**src/rtl/gpio_in_conditioner_pkg.sv**
```systemverilog
// Shared definitions for the GPIO input conditioner: register map, field
// positions and the bus address decoder.
package gpio_in_conditioner_pkg;

  localparam int          NUM_PINS   = 8;
  localparam logic [31:0] STATUS_OFF = 32'h0;
  localparam logic [31:0] ENABLE_OFF = 32'h4;
  localparam int          RISE_LSB   = 0;
  localparam int          FALL_LSB   = 8;

  typedef enum logic [1:0] {
    REG_NONE,
    REG_STATUS,
    REG_ENABLE
  } reg_sel_e;

  function automatic reg_sel_e decode_reg(input logic        valid,
                                          input logic [31:0] addr,
                                          input logic [31:0] base);
    if (!valid)                    return REG_NONE;
    if (addr == base + STATUS_OFF) return REG_STATUS;
    if (addr == base + ENABLE_OFF) return REG_ENABLE;
    return REG_NONE;
  endfunction

endpackage

```
**src/rtl/gpio_in_conditioner_debounce_bit.sv**
```systemverilog
// One pin: 2-flop synchroniser, consecutive-difference counter and clean flop.
// rise_o/fall_o flag the clean transition that happens at the next posedge.
module gpio_debounce_bit
  import gpio_in_conditioner_pkg::*;
#(
  parameter int DEBOUNCE_CYCLES = 16,
  parameter int CNT_W           = 5
) (
  input  logic clk,
  input  logic resetn,
  input  logic pin_raw_i,
  output logic pin_clean_o,
  output logic rise_o,
  output logic fall_o
);

  localparam logic [CNT_W-1:0] CNT_MAX = CNT_W'(DEBOUNCE_CYCLES - 1);

  logic             s1_q, s2_q;
  logic             clean_q, clean_d;
  logic [CNT_W-1:0] cnt_q, cnt_d;

  // NOTE: every always_comb output gets a default first, so no path can infer a latch.
  always_comb begin
    clean_d = clean_q;
    cnt_d   = '0;
    if (s2_q != clean_q) begin
      if (cnt_q == CNT_MAX) clean_d = s2_q;
      else                  cnt_d   = cnt_q + CNT_W'(1);
    end
  end

  // NOTE: state uses non-blocking assignments so every flop samples pre-edge values.
  always_ff @(posedge clk) begin
    if (!resetn) begin
      s1_q    <= 1'b0;
      s2_q    <= 1'b0;
      clean_q <= 1'b0;
      cnt_q   <= '0;
    end else begin
      s1_q    <= pin_raw_i;
      s2_q    <= s1_q;
      clean_q <= clean_d;
      cnt_q   <= cnt_d;
    end
  end

  assign pin_clean_o = clean_q;
  assign rise_o      = clean_d & ~clean_q;
  assign fall_o      = ~clean_d & clean_q;

endmodule

```
**src/rtl/gpio_in_conditioner.sv**
```systemverilog
// GPIO input conditioner: per-pin debounce plus W1C edge status, interrupt
// enable mask and registered interrupt on the single-cycle memory bus.
module gpio_in_conditioner
  import gpio_in_conditioner_pkg::*;
#(
  parameter logic [31:0] ADDR            = 32'hffff_fff0,
  parameter int          DEBOUNCE_CYCLES = 16,
  parameter int          CNT_W           = 5
) (
  input  logic        clk,
  input  logic        resetn,
  input  logic        mem_valid,
  input  logic [31:0] mem_addr,
  input  logic [31:0] mem_wdata,
  input  logic [3:0]  mem_wstrb,
  output logic        edge_ready,
  output logic        edge_sel,
  output logic [31:0] edge_rdata,
  input  logic [7:0]  pin_raw,
  output logic [7:0]  pin_clean,
  output logic        edge_irq
);

  logic [NUM_PINS-1:0] rise, fall;
  logic [15:0]         status_q, status_d;
  logic [15:0]         enable_q, enable_d;
  logic [15:0]         hw_set, w1c;
  logic                irq_q;
  logic                wr_en;
  reg_sel_e            sel;
  logic                unused_wdata_hi;

  for (genvar i = 0; i < NUM_PINS; i++) begin : g_pin
    gpio_debounce_bit #(
      .DEBOUNCE_CYCLES(DEBOUNCE_CYCLES),
      .CNT_W          (CNT_W)
    ) u_bit (
      .clk        (clk),
      .resetn     (resetn),
      .pin_raw_i  (pin_raw[i]),
      .pin_clean_o(pin_clean[i]),
      .rise_o     (rise[i]),
      .fall_o     (fall[i])
    );
  end

  assign sel             = decode_reg(mem_valid, mem_addr, ADDR);
  assign edge_sel        = (sel != REG_NONE);
  assign edge_ready      = 1'b1;
  assign wr_en           = edge_sel && (mem_wstrb != 4'b0000);
  assign unused_wdata_hi = ^mem_wdata[31:16];

  always_comb begin
    w1c      = '0;
    enable_d = enable_q;
    hw_set   = '0;
    hw_set[RISE_LSB +: NUM_PINS] = rise;
    hw_set[FALL_LSB +: NUM_PINS] = fall;
    if (wr_en) begin
      case (sel)
        REG_STATUS: begin
          if (mem_wstrb[0]) w1c[7:0]  = mem_wdata[7:0];
          if (mem_wstrb[1]) w1c[15:8] = mem_wdata[15:8];
        end
        REG_ENABLE: begin
          if (mem_wstrb[0]) enable_d[7:0]  = mem_wdata[7:0];
          if (mem_wstrb[1]) enable_d[15:8] = mem_wdata[15:8];
        end
        default: ;
      endcase
    end
    // A hardware set lands after the clear, so it wins over a same-cycle W1C.
    status_d = (status_q & ~w1c) | hw_set;
  end

  always_ff @(posedge clk) begin
    if (!resetn) begin
      status_q <= '0;
      enable_q <= '0;
      irq_q    <= 1'b0;
    end else begin
      status_q <= status_d;
      enable_q <= enable_d;
      irq_q    <= |(status_d & enable_d);
    end
  end

  assign edge_irq = irq_q;

  always_comb begin
    edge_rdata = '0;
    case (sel)
      REG_STATUS: edge_rdata = {16'h0000, status_q};
      REG_ENABLE: edge_rdata = {16'h0000, enable_q};
      default:    edge_rdata = '0;
    endcase
  end

endmodule

```
**config.mk**
```make
export PLATFORM = sky130hd
export DESIGN_NAME = gpio_in_conditioner
export DESIGN_NICKNAME = d
export VERILOG_FILES = /design/src/rtl/gpio_in_conditioner_pkg.sv /design/src/rtl/gpio_in_conditioner_debounce_bit.sv /design/src/rtl/gpio_in_conditioner.sv
export SDC_FILE = /design/constraint.sdc
export NUM_CORES = 1
export LEC_CHECK = 0
export BUFFER_PORTS_ARGS = -buffer_cell sky130_fd_sc_hd__buf_2
export CORE_ASPECT_RATIO = 0.7
export CORE_UTILIZATION = 49
export CTS_BUF_LIST = sky130_fd_sc_hd__clkbuf_4 sky130_fd_sc_hd__clkbuf_8
export DETAILED_ROUTE_END_ITERATION = 16
export MAX_ROUTING_LAYER = met4
export PLACE_DENSITY = 0.91
export RECOVER_POWER = 25
export SLEW_MARGIN = 20
export SYNTH_ARGS = -nofsm -noshare
export SYNTH_HDL_FRONTEND = slang
export SYNTH_SLANG_ARGS = --single-unit
```
**constraint.sdc**
```tcl
create_clock -name clk -period 2.1 [get_ports clk]
set_clock_uncertainty 0.15 [all_clocks]
set_input_delay 0.42 -clock clk [delete_from_list [all_inputs] [get_ports clk]]
set_output_delay 0.42 -clock clk [all_outputs]
set_load 0.01 [all_outputs]
```
==> results of run 1 <==
-- cell usage after synthesis (9+ instances only) --
master	n	share of area [%]
a21oi_1	15	1.7
nor2b_1	33	4.8
buf_4	26	4.5
ha_1	16	4.6
nand3b_1	16	2.8
nand2_1	10	0.87
nand3_1	9	1.0
and2_1	17	2.5
xor2_1	16	3.2
dfxtp_1	97	45
inv_1	32	2.8
mux2i_1	32	7.4
nor2_1	58	5.0
o22ai_1	14	2.0
-- placed cells by master (no fill, tap or decap), types with 9 or more instances in the layout --
cell type,count
dfxtp_1,97
buf_2,65
nor2_1,43
nor2b_1,33
inv_1,31
mux2i_1,28
buf_4,25
buf_6,18
conb_1,17
xor2_1,16
nand3b_1,16
ha_1,16
o22ai_1,14
and2_1,11
nand2_1,10
nor2_4,10
a21oi_2,10
clkbuf_8,10
clkbuf_1,9
-- kinds of logic after synthesis --
kind of cell | share of synthesized area [%]
other cells | 0.174
xor+xnor | 4.87
buf+inv | 8.32
mux | 7.42
flops | 45.0
simple gates | 23.1
compound gates | 6.47
fa+ha+maj | 4.64
-- area by class of cell --
class | instances | area share [%]
Clock buffer | 10 | 2.47
Clock inverter | 5 | 1.42
Inverter | 32 | 2.16
Multi-Input combinational cell | 313 | 41.7
Sequential cell | 97 | 34.9
Tap cell | 120 | 2.70
Timing Repair Buffer | 121 | 14.7
-- sequential cells by signal (all words and copies together), names as in the netlist --
name                     count
g_pin.u_bit.pin_clean_o      8
edge_irq                     1
enable_q                    16
g_pin.u_bit.s1_q             8
status_q                    16
g_pin.u_bit.cnt_q           40
g_pin.u_bit.s2_q             8
-- worst max-delay path, cell delays in order --
cell,delay [ns]
buf_2,0.09
nand4_1,0.16
nor4_4,0.27
buf_4,0.17
nand3_4,0.12
buf_8,0.18
nor2_1,0.09
buf_2,0.13
-- power by group --
part	leakage, nW	internal (mW)	switching (mW)
Clock	0.113	0.697	0.619
Combinational	1.32	0.0872	0.0916
Sequential	0.785	1.86	0.0108
-- what timing repair did --
item / in CTS / in global routing
buffers inserted: 3 / 0
cloned: 1 / 0
pin swaps: 26 / 5
endpoints found under the setup margin: 18 / 18
resized for setup: 54 / 28
-- path summary, 6_finish.rpt --
kind              slack (ns)                     from                  end
setup / recovery       -0.10              mem_addr[7]        edge_rdata[9]
hold / removal          0.10               pin_raw[1]  g_pin[1].u_bit.s1_q
setup reg to reg       -0.03  g_pin[1].u_bit.cnt_q[0]             edge_irq
hold reg to reg         0.29      g_pin[4].u_bit.s1_q  g_pin[4].u_bit.s2_q
-- stage by stage --
step / hold slack, ns / TNS, ns / std cells / worst slack (ns)
floorplan: 0.262 / -0.379 / 479 / -0.103
global placement: 0.266 / -2.67 / 679 / -0.396
detailed placement: 0.270 / -3.41 / 679 / -0.449
CTS: 0.0894 / -2.42 / 698 / -0.157
global route: 0.0978 / -2.91 / 698 / -0.185
finish: 0.103 / -1.48 / 698 / -0.105
-- layer usage --
metal / vias to the layer above / global-route usage, % / share of wire [%] / wire length, µm
li1: 1714 / - / - / -
met1: 1679 / 24.1 / 39 / 4070
met2: 147 / 42.5 / 51 / 5340
met3: 33 / 8.45 / 8.0 / 844
met4: 0 / 10.9 / 2.6 / 275
met5: - / - / 0 / 0
==> results.md, run 1 <==
- Die H: 80.5 µm
- CP Max Fanout: 5
- CTS buffer count: 9
- Crit path DAT: 1.63 ns
- FF+latch count, synth: 97
- Max H-tree Level: 3
- Post-Syn Instances: 464
- Final hold vios: 0
- Ys flop type: dfxtp_1
- Startpoint Class: input port
- Power Dens Cells: 604 mW/mm²
- Detailed Routing Iterations Pass 1: 4
- Die area: 0.00919 mm²
- Status: complete, but fails checks
- Ys Warns: 0
- Async S/R FF share, synth: 0%
- Final WS setup: -0.105 ns
- Post-Route WL: 10500 µm
- CTS tree: yes
- Max Buffers Root-to-Sink: 2
- Final Util: 65.4%
- Worst setup path class: input port to output pin
- Worst VDD drop: 0.000368 V
- Core ar.: 0.00851 mm²
- Syn_area_per_cell: 9.30 µm²
- CP endpoint kind: output pin
- Vias: 3573
- Req. time, crit path: 1.53 ns
- Post-DR vias/cell: 5.12
- Depth of the most critical reg-to-reg path: 9
- Hold depth: 2
- First-pass GRT wire length: 16200 µm
- Routability Congestion: 0.820
- Number of global-route vias before repair: 3610
- Routed WL per cell: 15.1 µm
- Leak pwr: 2.22 nW
- DRT iter0 DRCs: 205
- Register area: 0.00194 mm²
- Global Route Usage Sum: 24.0%
- Max Cap Viol: 0
- Drt drc: 0
- DIE WIDTH: 114 µm
- Filler cell count: 645
- Failing checks: negative setup slack
- Clock Pin Slew Worst Setup and Hold Paths: 0.09 ns
- Max Freq: 454 MHz
- Design Area, Final: 0.00557 mm²
- Synth-to-Final Area Change: 29.1%
- Final #Nets: 669
- GR Overflow Total: 0
- Pin count of the biggest net entering global routing: 34
- Ratio of cells with drive above 1 in the final layout: 28.9%
- Initial antenna violation count: 0
- Seq/Total Area, Yosys: 45.0%
- Footprint of the multi-input gates: 0.00232 mm²
- Final slew viol count: 0
- I/O Buffers: 86
- Max_slew headroom: 5.77%
- Hold crit path type: input port to register
- Min Tclk post-route: 2.20 ns
- Post-cts hold buffer count: 0
- Total power: 3.36 mW
- Fin crit share: 105%
- Antenna viol nets, final: 0
- Worst-Skew Late Latency: 0.37 ns
- EDFF count, synth: 0
- FP Rows: 28
- Clk root buf: clkbuf_8
- Mapped cell area: 0.00432 mm²
- Setup Viol. Count Final: 18
- ANT cells: 0
- Initial Util: 50.7%
- Sinks on Clock Net: 97
- DP HPWL: 7220 µm
- RSZ-0062 raised after global routing: yes
- Post-DP Area: 0.00496 mm²
- Worst-Margin Slew: 1.41 ns
- Unique masters post-synth: 34
- # IOs: 122
No activity file was read; power rests on OpenSTA's default activity.
==> run 2, diff against run 1 <==
- CORE_ASPECT_RATIO: 0.7 -> 1.5
- CORE_UTILIZATION: 49 -> 54
- CTS_CLUSTER_DIAMETER: unset -> 150
- PLACE_DENSITY: 0.91 -> 0.94
- clock period: 2.1 -> 2.29 ns (I/O delays scaled with it)
==> run 2 against run 1 <==
The run still ends with negative setup slack left; die area shrank 9.0%; critical path depth is 2 higher; worst hold slack better by 0.037 ns; sequential share of layout area grew 1.1 points; core utilization grew 5.0 points; total power is 11% lower; setup slack improved by 0.097 ns; wire length shrank 1.8%; clock-buffer cell count increased by 3; design area decreased by 3.1%; first-iteration DRC count is 15% lower; critical endpoint is now edge_irq; largest power group unchanged; highest routed layer unchanged.
==> results.md, run 2 (synthesis results as in run 1) <==
- Depth of the most critical reg-to-reg path: 9 (unchanged)
- Die area: 0.00836 mm² (-9.0%)
- Post-route insts no fill: 678 (-2.9%)
- Sinks on Clock Net: 97 (unchanged)
- Max_slew headroom: 3.18% (-2.6 points)
- DP HPWL: 6950 µm (-3.8%)
- Final WS setup: -0.00820 ns (+0.0967 ns)
- Max Freq: 435 MHz
- Setup Viol. Count Final: 3 (-15)
- Clock Pin Slew Worst Setup and Hold Paths: 0.09 ns (about the same)
- Commonest cells after routing, fill and taps aside: 97 x dfxtp_1, 69 x buf_2, 43 x nor2_1
- Hold depth: 2 (unchanged)
- Status: complete, but fails checks
- Worst-Margin Slew: 1.45 ns (+0.0389 ns)
- I/O Buffers: 86 (unchanged)
- Post-Route WL: 10300 µm (-1.8%)
- Req. time, crit path: 2.40 ns (+0.87 ns)
- FP Rows: 39 (+39%)
- WHS: 0.140 ns (+0.0371 ns)
- Worst-Skew Late Latency: 0.37 ns (about the same)
- Clk root buf: clkbuf_8
- Leak pwr: 2.18 nW (-1.5%)
- Initial antenna violation count: 0 (unchanged)
- Placed insts: 658 (-3.1%)
- CP Max Fanout: 8 (+3)
- Number of global-route vias before repair: 3530 (-2.2%)
- Final #Nets: 666 (-0.45%)
- Min Tclk post-route: 2.30 ns
- Design Area, Final: 0.00540 mm² (-3.1%)
- Power Dens Cells: 555 mW/mm² (-8.1%)
- Most common cell after layout, fill and taps aside: dfxtp_1
- Crit path DAT: 2.41 ns (+0.78 ns)
- CTS tree: yes
- Detailed Routing Iterations Pass 1: 4 (unchanged)
- First-pass GRT wire length: 15800 µm (-2.5%)
- Leading registers by flop count: g_pin.u_bit.cnt_q (40), enable_q (16), status_q (16)
- Max Buffers Root-to-Sink: 2 (unchanged)
- Setup tns final: -0.0177 ns (+1.46 ns)
- CTS buffer count: 9 (unchanged)
- Antenna viol nets, final: 0 (unchanged)
- Post-DR vias/cell: 5.26 (+2.7%)
- Global Route Usage Sum: 26.0% (+2.0 points)
- Startpoint Class: input port
- Most flops, register: g_pin.u_bit.cnt_q
- Hold crit path type: input port to register
- Vias: 3563 (-0.28%)
- RSZ-0062 raised after global routing: yes
- Initial Util: 56.3% (+5.6 points)
- Final slew viol count: 0 (unchanged)
- Fin crit share: 100%
- GR Overflow Total: 0 (unchanged)
- Routability Congestion: 0.808 (-1.5%)
- ANT cells: 0 (unchanged)
- Failing checks: negative setup slack
- Routed WL per cell: 15.2 µm (+1.1%)
- Die H: 111 µm (+38%)
- Pin count of the biggest net entering global routing: 42 (+24%)
- Ratio of cells with drive above 1 in the final layout: 27.6% (-1.3 points)
- Worst VDD drop: 0.000406 V (+10%)
- Post-DP Area: 0.00493 mm² (-0.66%)
- Final hold vios: 0 (unchanged)
- Max H-tree Level: 3 (unchanged)
- Drt drc: 0 (unchanged)
- Max Cap Viol: 0 (unchanged)
- Largest register FFs: 40 (unchanged)
- CP endpoint kind: register
- Worst setup path class: input port to register
- # IOs: 122 (unchanged)
- DIE WIDTH: 75.0 µm (-34%)
- Core ar.: 0.00766 mm² (-10%)
- DRT iter0 DRCs: 175 (-15%)
- Synth-to-Final Area Change: 25.1%
-- run 2: cell count changes in the layout (fill, tap and decap cells not counted), sizes merged --
cell,previous run,this run
bufinv,2,1
inv,33,32
-- run 2: metal layers --
metal	track usage [%]	vias to the layer above	wire [µm]
met5	-	-	0
met4	11.9	0	419
met3	5.61	33	559
met2	46.0	129	5500
met1	26.3	1682	3850
li1	-	1719	-
-- run 2: metrics by stage --
step,utilization [%],power [mW],setup slack [ns]
2_1_floorplan,-,1.85,0.0129
3_3_place_gp,64.3,1.89,-0.180
3_5_place_dp,64.3,1.90,-0.339
4_1_cts,69.4,2.99,-0.0637
5_1_grt,70.4,3.10,-0.105
6_report,70.4,2.99,-0.00820
-- run 2: where the power goes --
part / switching [mW] / internal (mW) / total [mW]
Combinational: 0.0781 / 0.0813 / 0.159
Clock: 0.553 / 0.568 / 1.12
Sequential: 0.0101 / 1.70 / 1.71
-- run 2: worst paths after layout --
check	from	endpoint	slack (ns)
max	mem_addr[25]	edge_irq	-0.008
max reg2reg	g_pin[4].u_bit.cnt_q[0]	edge_irq	0.03
min	pin_raw[2]	g_pin[2].u_bit.s1_q	0.14
min reg2reg	g_pin[7].u_bit.s1_q	g_pin[7].u_bit.s2_q	0.28
-- run 2: timing repair --
| action | in CTS | in global routing |
|---|---|---|
| gates cloned | 2 | 0 |
| gates resized for setup | 34 | 22 |
| setup buffers | 2 | 0 |
| setup endpoints to repair | 17 | 18 |
| hold buffers | 0 | 0 |
| pin swaps | 20 | 6 |
-- run 2: layout make-up --
| class | instances | area [µm²] |
|---|---|---|
| multi-input cells | 313 | 2230 |
| clock inverters | 3 | 40.0 |
| inverters | 32 | 120 |
| fillers | 558 | 2260 |
| clock buffers | 13 | 160 |
| well taps | 102 | 128 |
| flip-flops and latches | 97 | 1940 |
| repair buffers | 118 | 779 |
-- run 2: critical path: stages --
cell      delay, ns
buf_2          0.08
nand4_1        0.14
nor4_4         0.32
buf_4          0.17
and4_1         0.23
buf_12         0.16
mux2i_2        0.27
o22ai_1        0.13
nor4_2         0.34
a21boi_1       0.12
